**src/rtl/heap_sift_up_engine.sv**
```systemverilog
// heap_sift_up_engine: push-side min-heap insertion by iterative sift-up.
// Accepts one element per push handshake, writes it at entry[size] and then
// performs one parent compare-and-swap per clock until the heap invariant holds.
// The heap is exported flat, with the root in the MSB slice.
// Optional feature macro: HEAPSORT_SWAP_CNT_EN enables the saturating swap counter;
// when it is undefined, swap_cnt_o is tied to zero.
module heap_sift_up_engine #(
  parameter int unsigned DEPTH = 10,
  parameter int unsigned WIDTH = 16
) (
  input  logic                   system1000,
  input  logic                   system1000_rstn,
  input  logic                   push_valid_i,
  input  logic [WIDTH-1:0]       push_data_i,
  output logic                   push_ready_o,
  input  logic                   clr_i,
  output logic                   busy_o,
  output logic                   full_o,
  output logic [15:0]            size_o,
  output logic [DEPTH*WIDTH-1:0] heap_o,
  output logic [15:0]            swap_cnt_o
);

  // Index width into the entry array; live indices are always below DEPTH.
  localparam int unsigned IdxW = (DEPTH > 1) ? $clog2(DEPTH) : 1;

  typedef enum logic [0:0] {StIdle, StSift} state_e;

  state_e           state_q, state_d;
  logic [WIDTH-1:0] heap_q [DEPTH];
  logic [WIDTH-1:0] heap_d [DEPTH];
  logic [15:0]      size_q, size_d;
  logic [15:0]      idx_q, idx_d;
  logic [15:0]      parent;
  logic             full;

`ifdef HEAPSORT_SWAP_CNT_EN
  logic             swap_inc;
  logic [15:0]      swap_cnt_q;
`endif

  assign full         = (size_q == 16'(DEPTH));
  assign parent       = (idx_q - 16'd1) >> 1;
  assign push_ready_o = (state_q == StIdle) && !full && !clr_i;
  assign busy_o       = (state_q == StSift);
  assign full_o       = full;
  assign size_o       = size_q;

  // State, heap array, size and cursor registers.
  always_ff @(posedge system1000 or negedge system1000_rstn) begin
    if (!system1000_rstn) begin
      state_q <= StIdle;
      size_q  <= 16'd0;
      idx_q   <= 16'd0;
      for (int i = 0; i < int'(DEPTH); i++) begin
        heap_q[i] <= '0;
      end
    end else begin
      state_q <= state_d;
      size_q  <= size_d;
      idx_q   <= idx_d;
      for (int i = 0; i < int'(DEPTH); i++) begin
        heap_q[i] <= heap_d[i];
      end
    end
  end

  // Next-state: clear dominates; IDLE accepts a push; SIFT does one compare-and-swap.
  always_comb begin
    state_d = state_q;
    size_d  = size_q;
    idx_d   = idx_q;
    heap_d  = heap_q;
`ifdef HEAPSORT_SWAP_CNT_EN
    swap_inc = 1'b0;
`endif
    if (clr_i) begin
      state_d = StIdle;
      size_d  = 16'd0;
      idx_d   = 16'd0;
      for (int i = 0; i < int'(DEPTH); i++) begin
        heap_d[i] = '0;
      end
    end else begin
      unique case (state_q)
        StIdle: begin
          if (push_valid_i && push_ready_o) begin
            heap_d[size_q[IdxW-1:0]] = push_data_i;
            idx_d   = size_q;
            size_d  = size_q + 16'd1;
            state_d = StSift;
          end
        end
        StSift: begin
          // Ties stop the sift so equal keys are never swapped.
          if (idx_q == 16'd0 ||
              heap_q[parent[IdxW-1:0]] <= heap_q[idx_q[IdxW-1:0]]) begin
            state_d = StIdle;
          end else begin
            heap_d[parent[IdxW-1:0]] = heap_q[idx_q[IdxW-1:0]];
            heap_d[idx_q[IdxW-1:0]]  = heap_q[parent[IdxW-1:0]];
            idx_d = parent;
`ifdef HEAPSORT_SWAP_CNT_EN
            swap_inc = 1'b1;
`endif
          end
        end
        default: state_d = StIdle;
      endcase
    end
  end

  // Flat export: entry 0 (root) occupies the most significant slice.
  always_comb begin
    heap_o = '0;
    for (int i = 0; i < int'(DEPTH); i++) begin
      heap_o[(int'(DEPTH) - i) * int'(WIDTH) - 1 -: WIDTH] = heap_q[i];
    end
  end

`ifdef HEAPSORT_SWAP_CNT_EN
  // Saturating swap counter; only reset clears it, clr_i leaves it alone.
  always_ff @(posedge system1000 or negedge system1000_rstn) begin
    if (!system1000_rstn) begin
      swap_cnt_q <= 16'd0;
    end else if (swap_inc && swap_cnt_q != 16'hFFFF) begin
      swap_cnt_q <= swap_cnt_q + 16'd1;
    end
  end

  assign swap_cnt_o = swap_cnt_q;
`else
  assign swap_cnt_o = 16'd0;
`endif

endmodule

```
**config.mk**
```make
export PLATFORM = sky130hd
export DESIGN_NAME = heap_sift_up_engine
export DESIGN_NICKNAME = d
export VERILOG_FILES = /design/src/rtl/heap_sift_up_engine.sv
export SDC_FILE = /design/constraint.sdc
export NUM_CORES = 1
export LEC_CHECK = 0
export ABC_CLOCK_PERIOD_IN_PS = 13000
export CAP_MARGIN = 20
export CORE_ASPECT_RATIO = 1.1
export CORE_MARGIN = 4
export CORE_UTILIZATION = 40
export DETAILED_ROUTE_END_ITERATION = 10
export DONT_BUFFER_PORTS = 1
export GPL_ROUTABILITY_DRIVEN = 0
export HOLD_SLACK_MARGIN = 0.12
export PLACE_DENSITY = 0.54
export SETUP_SLACK_MARGIN = 0.1
export SYNTH_ARGS = -nofsm -noshare
export SYNTH_HDL_FRONTEND = slang
export SYNTH_SLANG_ARGS = --single-unit
```
**constraint.sdc**
```tcl
create_clock -name system1000 -period 13 [get_ports system1000]
set_input_delay 3.9 -clock system1000 [delete_from_list [all_inputs] [get_ports system1000]]
set_output_delay 3.9 -clock system1000 [all_outputs]
set_load 0.01 [all_outputs]
```
==> results of run 1 <==
==> synthesized netlist by cell type, types with 7 or more instances <==
library cell  instances  area share
dfrtp_1             193        0.29
a21oi_1             201       0.061
xor2_1                8      0.0043
a221oi_1             23       0.012
buf_4                25       0.011
a31oi_1              27       0.010
mux2_1               32       0.022
nor2_2                7      0.0027
o211ai_1              8      0.0037
buf_1                10      0.0023
a22oi_1              37       0.017
nor2_1              109       0.025
o21ai_0              95       0.029
a211oi_1             16      0.0073
o22ai_1              64       0.024
xnor2_1              10      0.0053
nand3b_1             12      0.0055
nand4_1              12      0.0046
mux2_4               22       0.020
buf_6                13      0.0089
nand2b_1             15      0.0057
and2_1               27       0.010
o32ai_1              13      0.0069
a22o_1               16      0.0085
o22a_1               18      0.0096
o32a_1               28       0.017
ha_1                 24       0.018
nand3_1              26      0.0079
mux2i_1             120       0.073
inv_1                45       0.010
buf_2                47       0.014
o2bb2ai_1             8      0.0043
nor3_1               65       0.020
o221ai_1              7      0.0037
nor2b_1               8      0.0030
nand2_1              76       0.017
mux4_2               27       0.037
mux2_2               92       0.063
clkbuf_1             76       0.017
==> stage by stage <==
step,setup slack (ns),utilization,hold slack [ns],area (µm²),power (mW)
final,4.863,0.4265,0.5510,17220,4.240
after global routing,4.861,0.4265,0.5748,17220,4.376
after CTS,4.866,0.4263,0.5545,17210,4.148
after detailed placement,4.866,0.4121,0.5359,16630,3.590
after global placement,4.868,0.4085,0.5269,16490,3.534
after floorplan,4.367,-,0.5030,16490,2.765
==> layer usage <==
metal / vias up / part of all wire
met5: - / 0.00018
met4: 2 / 0.074
met3: 321 / 0.10
met2: 1223 / 0.47
met1: 7803 / 0.36
li1: 6723 / -
==> worst max-delay path by stage <==
stage                      from      endpoint  slack [ns]  cells past startpoint
after global placement    clr_i  push_ready_o        4.87                      1
after detailed placement  clr_i  push_ready_o        4.87                      1
after CTS                 clr_i  push_ready_o        4.87                      1
after floorplan           clr_i  push_ready_o        4.37                      4
final                     clr_i  push_ready_o        4.86                      1
after global routing      clr_i  push_ready_o        4.86                      1
==> flip-flops by register name, indices dropped and copies added, names as in the netlist <==
| signal | flops |
|---|---|
| busy_o | 1 |
| heap_o | 160 |
| idx_q | 16 |
| size_o | 16 |
==> layout make-up <==
type	instances	area (µm²)	area share
inverter	49	183.9	0.01068
multi-input combinational	1410	10590	0.6152
sequential	193	4833	0.2807
timing repair buffer	42	390.4	0.02267
clock inverter	14	146.4	0.008502
clock buffer	18	429.2	0.02493
tap	513	641.9	0.03728
==> power groups by stage <==
stage	sequential [mW]	combinational (mW)	clock, mW
finish	0.948	2.74	0.547
global route	0.967	2.83	0.577
CTS	0.951	2.64	0.559
detailed placement	0.962	2.63	0
global placement	0.959	2.57	0
floorplan	0.847	1.92	0
==> logic make-up (layout without fill, tap and decap cells) <==
family | after synthesis | in the layout
DFF | 193 | 193
adders and majority gates | 24 | 24
other | 1 | 16
buffers and inverters | 221 | 123
muxes | 293 | 293
and+or+nand+nor | 409 | 409
AOI/OAI and AO/OA | 649 | 649
xor gates and xnor gates | 19 | 19
==> qor.txt, run 1 <==
WHS Path Cells: 1
Worst EP arrival: 4.24 ns
number of flops mapped to enable cells by yosys: 0
Worst Skew: 0.01825 ns
IO Port Bufs: 0
Final Hold Vio Count: 0
Worst Path Max Fanout: 48
Power Density: 246.3 nW/µm²
hold endpoint: idx_q[14]
Skew-Pair Late Insertion Delay: 0.49 ns
Max Cap Viol: 0
Synth Warn #: 0
Lkg Pwr: 6.882 nW
fmax: 0.1229 GHz
first-pass GRT wire length: 107400 µm
crit-path cells: nor3_1
internal power: 1.898 mW
commonest non-fill, non-tap cell in the layout: a21oi_1
Die W: 201.2 µm
Adder-Cell Fraction of Synth Area: 0.01828
final non-filler cell total: 2239
Hold Startpoint: idx_q[14]
Worst-Margin Slew: 1.185 ns
Rel. slew slack: 0.2068
area delta synth->final: 4.798%
share of cells above drive strength 1: 0.1605
Detailed Routing Iterations Pass 1: 8
synthesized instance count: 1809
initial antenna violation count: 1
setup violators final: 0
Hold Path Class: reg2reg
IR drop worst, VDD: 0.2006 mV
Synth Area in Compound Gates: 0.2682
Crit Path Category: in2out
GRT met1 Usage: 0.3803
CP delay by family, top: simple AND/OR/NAND/NOR gates
Synth Area in Simple Gates: 0.1268
fin crit period: 8.137 ns
GRT busiest layer: met2
WP data required: 9.10 ns
count of pins over their slew limit: 0
Flop pwr share: 0.224
CP max stage delay: 0.32 ns
CTS tree: yes
synth unique cells: 104
initial core utilization: 0.4070
#FFs+latches synth: 193
PostCTS Resize Cnt: 0
clock group share of total power: 0.129
FILL cells: 3982
vias in the first global route: 15590
mapped cell area: 16430 µm²
Congestion Overflow GR: 0
post-route antenna net violation count: 0
WL per Instance: 32.96 µm
main combinational cell family by area after synthesis: compound AO/OA/AOI/OAI gates
CTS Sinks: 193
CP max-delay cell: nor3_1
die area: 44380 µm²
Max H-tree Level: 4
CTS Buf Count: 17
ys async rst share: 1.000
Buf+Inv Stages, Crit Path: 0
Detail Placement HPWL: 54250 µm
Comb power frac: 0.647
Via density: 7.178
Ant. Diodes: 0
Post-CTS Hold Fix Bufs: 0
drt drc: 0
largest net degree at the start of global routing: 194
XOR/XNOR share of the synthesized area: 0.01059
layout net count: 1757
status: finished clean
total detailed-routing wirelength: 73790 µm
Fin Setup TNS: 0 ns
Post-synth top flop: dfrtp_1
CP Capture Type: primary output
Die H: 220.6 µm
Clock Tree Root: clkbuf_16
routed vias: 16070
syn_area_per_cell: 9.082 µm²
Post-CTS Setup Inserts: 0
Psw: 2.342 mW
Ports: 215
FF-to-FF setup slack: 6.07 ns
Worst-path clk slew: 0.08 ns
RSZ-0062 raised after global routing: false
worst r2r path cells: 16
core footprint: 40370 µm²
mux cell area share after synthesis: 0.2152
Site Rows: 77
most frequent cells in the layout: a21oi_1 (201), dfrtp_1 (192), mux2i_1 (120)
DP Cell Count: 2206
CTS max path bufs: 2
DRT iter0 DRCs: 2444
GRT Util Overall: 0.3219
GRT met3 Usage: 0.08061
Net Sw Frac: 0.5524
FF-to-FF End: heap_o[68]
Final period util: 0.6259
register area share after synthesis: 0.2940
Startpoint Class: input port
met2 global-route usage: 0.5280
RR Startpoint: idx_q[0]
Note: power is estimated with default switching activity, not from simulation.
==> run 2, diff against run 1 <==
--- a/config.mk
+++ b/config.mk
@@ -5,7 +5,7 @@
 export SDC_FILE = /design/constraint.sdc
 export NUM_CORES = 1
 export LEC_CHECK = 0
-export ABC_CLOCK_PERIOD_IN_PS = 13000
+export ABC_CLOCK_PERIOD_IN_PS = 7850
 export CAP_MARGIN = 20
 export CORE_ASPECT_RATIO = 1.1
 export CORE_MARGIN = 4
==> constraint.sdc (replaced) <==
create_clock -name system1000 -period 7.85 [get_ports system1000]
set_input_delay 2.355 -clock system1000 [delete_from_list [all_inputs] [get_ports system1000]]
set_output_delay 2.355 -clock system1000 [all_outputs]
set_load 0.01 [all_outputs]
==> run 2 against run 1 <==
Compared with the run above: global-route usage up 1.0 points; cell count up 0.13%; highest routed layer is now met4; critical path depth up 14; utilization down 0.17 points; die area unchanged; count of clock-buffer cells in the layout unchanged; largest power group unchanged; wire length up 3.7%; worst hold slack better by 0.0025 ns; total power up 65%.
==> qor.txt, run 2 (synthesized netlist as in run 1, its figures left out) <==
Hold Path Class: reg2reg
total detailed-routing wirelength: 76560 µm (+3.7%)
post-route antenna net violation count: 0 (unchanged)
final non-filler cell total: 2242 (+0.13%)
setup violators final: 0 (unchanged)
Site Rows: 77 (unchanged)
WL per Instance: 34.15 µm (+3.6%)
Final Hold Vio Count: 0 (unchanged)
Worst EP arrival: 6.98 ns (+2.74 ns)
footprint of the multi-input gates: 10590 µm² (unchanged)
Lkg Pwr: 6.848 nW (-0.49%)
vias in the first global route: 15630 (+0.24%)
Final period util: 0.8418
RR Startpoint: idx_q[1]
DP Cell Count: 2209 (+0.14%)
commonest non-fill, non-tap cell in the layout: a21oi_1
Skew-Pair Late Insertion Delay: 0.50 ns (about the same)
Detail Placement HPWL: 56430 µm (+4.0%)
FF-to-FF End: heap_o[65]
hold endpoint: idx_q[5]
Die W: 201.2 µm (unchanged)
Congestion Overflow GR: 0 (unchanged)
FF-to-FF setup slack: 1.24 ns (-4.83 ns)
FILL cells: 3937 (-1.1%)
Worst Skew: 0.02007 ns (+0.001815 ns)
IO Port Bufs: 0 (unchanged)
CTS Buf Count: 17 (unchanged)
CP max stage delay: 0.98 ns (+0.66 ns)
GRT Util Overall: 0.3323 (+0.01034)
largest net degree at the start of global routing: 194 (unchanged)
Max Cap Viol: 0 (unchanged)
CP delay by family, top: compound AO/OA/AOI/OAI gates
Via density: 7.265 (+1.2%)
first-pass GRT wire length: 110200 µm (+2.6%)
clock group share of total power: 0.124 (-0.005)
RSZ-0062 raised after global routing: false
area delta synth->final: 4.379%
routed vias: 16290 (+1.3%)
IR drop worst, VDD: 0.2600 mV (+30%)
Hold Startpoint: idx_q[5]
Crit Path Category: reg2reg
fmax: 0.1513 GHz
Net Sw Frac: 0.5577 (+0.005252)
CTS max path bufs: 2 (unchanged)
initial antenna violation count: 2 (+1)
worst r2r path cells: 15 (-1)
WP data required: 8.22 ns (-0.88 ns)
FF/Latch Area: 4833 µm² (unchanged)
Post-CTS Hold Fix Bufs: 0 (unchanged)
initial core utilization: 0.4070 (unchanged)
dpl ws: 1.476 ns (-3.390 ns)
CTS Sinks: 193 (unchanged)
Power Density: 407.2 nW/µm² (+65%)
WHS Path Cells: 1 (unchanged)
most frequent cells in the layout: a21oi_1 (201), dfrtp_1 (192), mux2i_1 (120)
DRT iter0 DRCs: 2421 (-0.94%)
crit-path cells: inv_1 > ha_2 > xor2_4 > buf_4 > mux4_2 > a32o_1 > nor2_2 > inv_1 > ha_1 > nand4_1 > nor2_1 > a221oi_1 > a31oi_2 > o21ai_2 > mux2_2
Ports: 215 (unchanged)
Die H: 220.6 µm (unchanged)
PnR worst setup slack: 1.242 ns (-3.621 ns)
Psw: 3.894 mW (+66%)
Post-CTS Setup Inserts: 0 (unchanged)
Startpoint Class: flip-flop
cell mode on critical path: inv_1
CP max-delay cell: o21ai_2
max reg flops: 160 (unchanged)
Rel. slew slack: 0.2292 (+0.02236)
drt drc: 0 (unchanged)
PostCTS Resize Cnt: 0 (unchanged)
fin crit period: 6.608 ns
Flop pwr share: 0.227 (+0.003)
core footprint: 40370 µm² (unchanged)
layout net count: 1760 (+0.17%)
Worst-path clk slew: 0.08 ns (about the same)
Fin Setup TNS: 0 ns (unchanged)
Worst-Margin Slew: 1.152 ns (-0.03341 ns)
Worst Path Max Fanout: 19 (-60%)
Clock Tree Root: clkbuf_16
internal power: 3.088 mW (+63%)
die area: 44380 µm² (unchanged)
CP Capture Type: flip-flop
Buf+Inv Stages, Crit Path: 3 (+3)
share of cells above drive strength 1: 0.1615 (+0.0009717)
Max H-tree Level: 4 (unchanged)
Detailed Routing Iterations Pass 1: 6 (-2)
status: finished clean
Crit path depth: 15 (+14)
post-layout util: 0.4248 (-0.001705)
Comb power frac: 0.649 (+0.002)
count of pins over their slew limit: 0 (unchanged)
CTS tree: yes
run 2: changes by cell type in the layout (fill, tap and decap cells not counted):
| cell | change |
|---|---|
| clkinvlp_4 | +3 |
| inv_8 | -2 |
| buf_16 | -2 |
| clkinv_2 | +1 |
| buf_4 | +8 |
| clkinv_4 | -2 |
| diode_2 | +1 |
| buf_6 | -3 |
| bufinv_16 | -1 |
run 2: final cells by class:
cell class	instances	share of cell area
Multi-Input combinational cell	1410	0.6177
Clock buffer	18	0.02503
Clock inverter	13	0.006056
Timing Repair Buffer	45	0.02109
Antenna cell	1	0.0001459
Inverter	49	0.01073
Sequential cell	193	0.2818
Tap cell	513	0.03743
run 2: metrics by stage:
step / power [mW] / hold slack, ns / area (µm²)
3_5_place_dp: 5.929 / 0.5301 / 16600
4_1_cts: 6.800 / 0.5496 / 17140
6_report: 6.982 / 0.5535 / 17150
5_1_grt: 7.181 / 0.5868 / 17150
3_3_place_gp: 5.872 / 0.5253 / 16570
2_1_floorplan: 4.579 / 0.5030 / 16490
run 2: worst max path at each step:
stage | end | startpoint
2_1_floorplan | push_ready_o | clr_i
5_1_grt | heap_o[74] | idx_q[1]
4_1_cts | heap_o[145] | idx_q[1]
6_report | heap_o[65] | idx_q[1]
3_3_place_gp | heap_o[49] | idx_q[1]
3_5_place_dp | heap_o[145] | idx_q[1]
run 2: layer usage:
metal | GRT usage | part of all wire | vias up
met3 | 0.08559 | 0.10 | 340
met1 | 0.3933 | 0.36 | 7966
met5 | 0 | 0 | -
met4 | 0.2165 | 0.080 | 0
met2 | 0.5397 | 0.46 | 1241
li1 | - | - | 6741
run 2: power by group through the flow:
stage | sequential, mW | combinational [mW] | clock, mW
floorplan | 1.40 | 3.18 | 0
global placement | 1.60 | 4.27 | 0
detailed placement | 1.60 | 4.33 | 0
CTS | 1.58 | 4.34 | 0.871
global route | 1.61 | 4.66 | 0.915
finish | 1.58 | 4.53 | 0.865
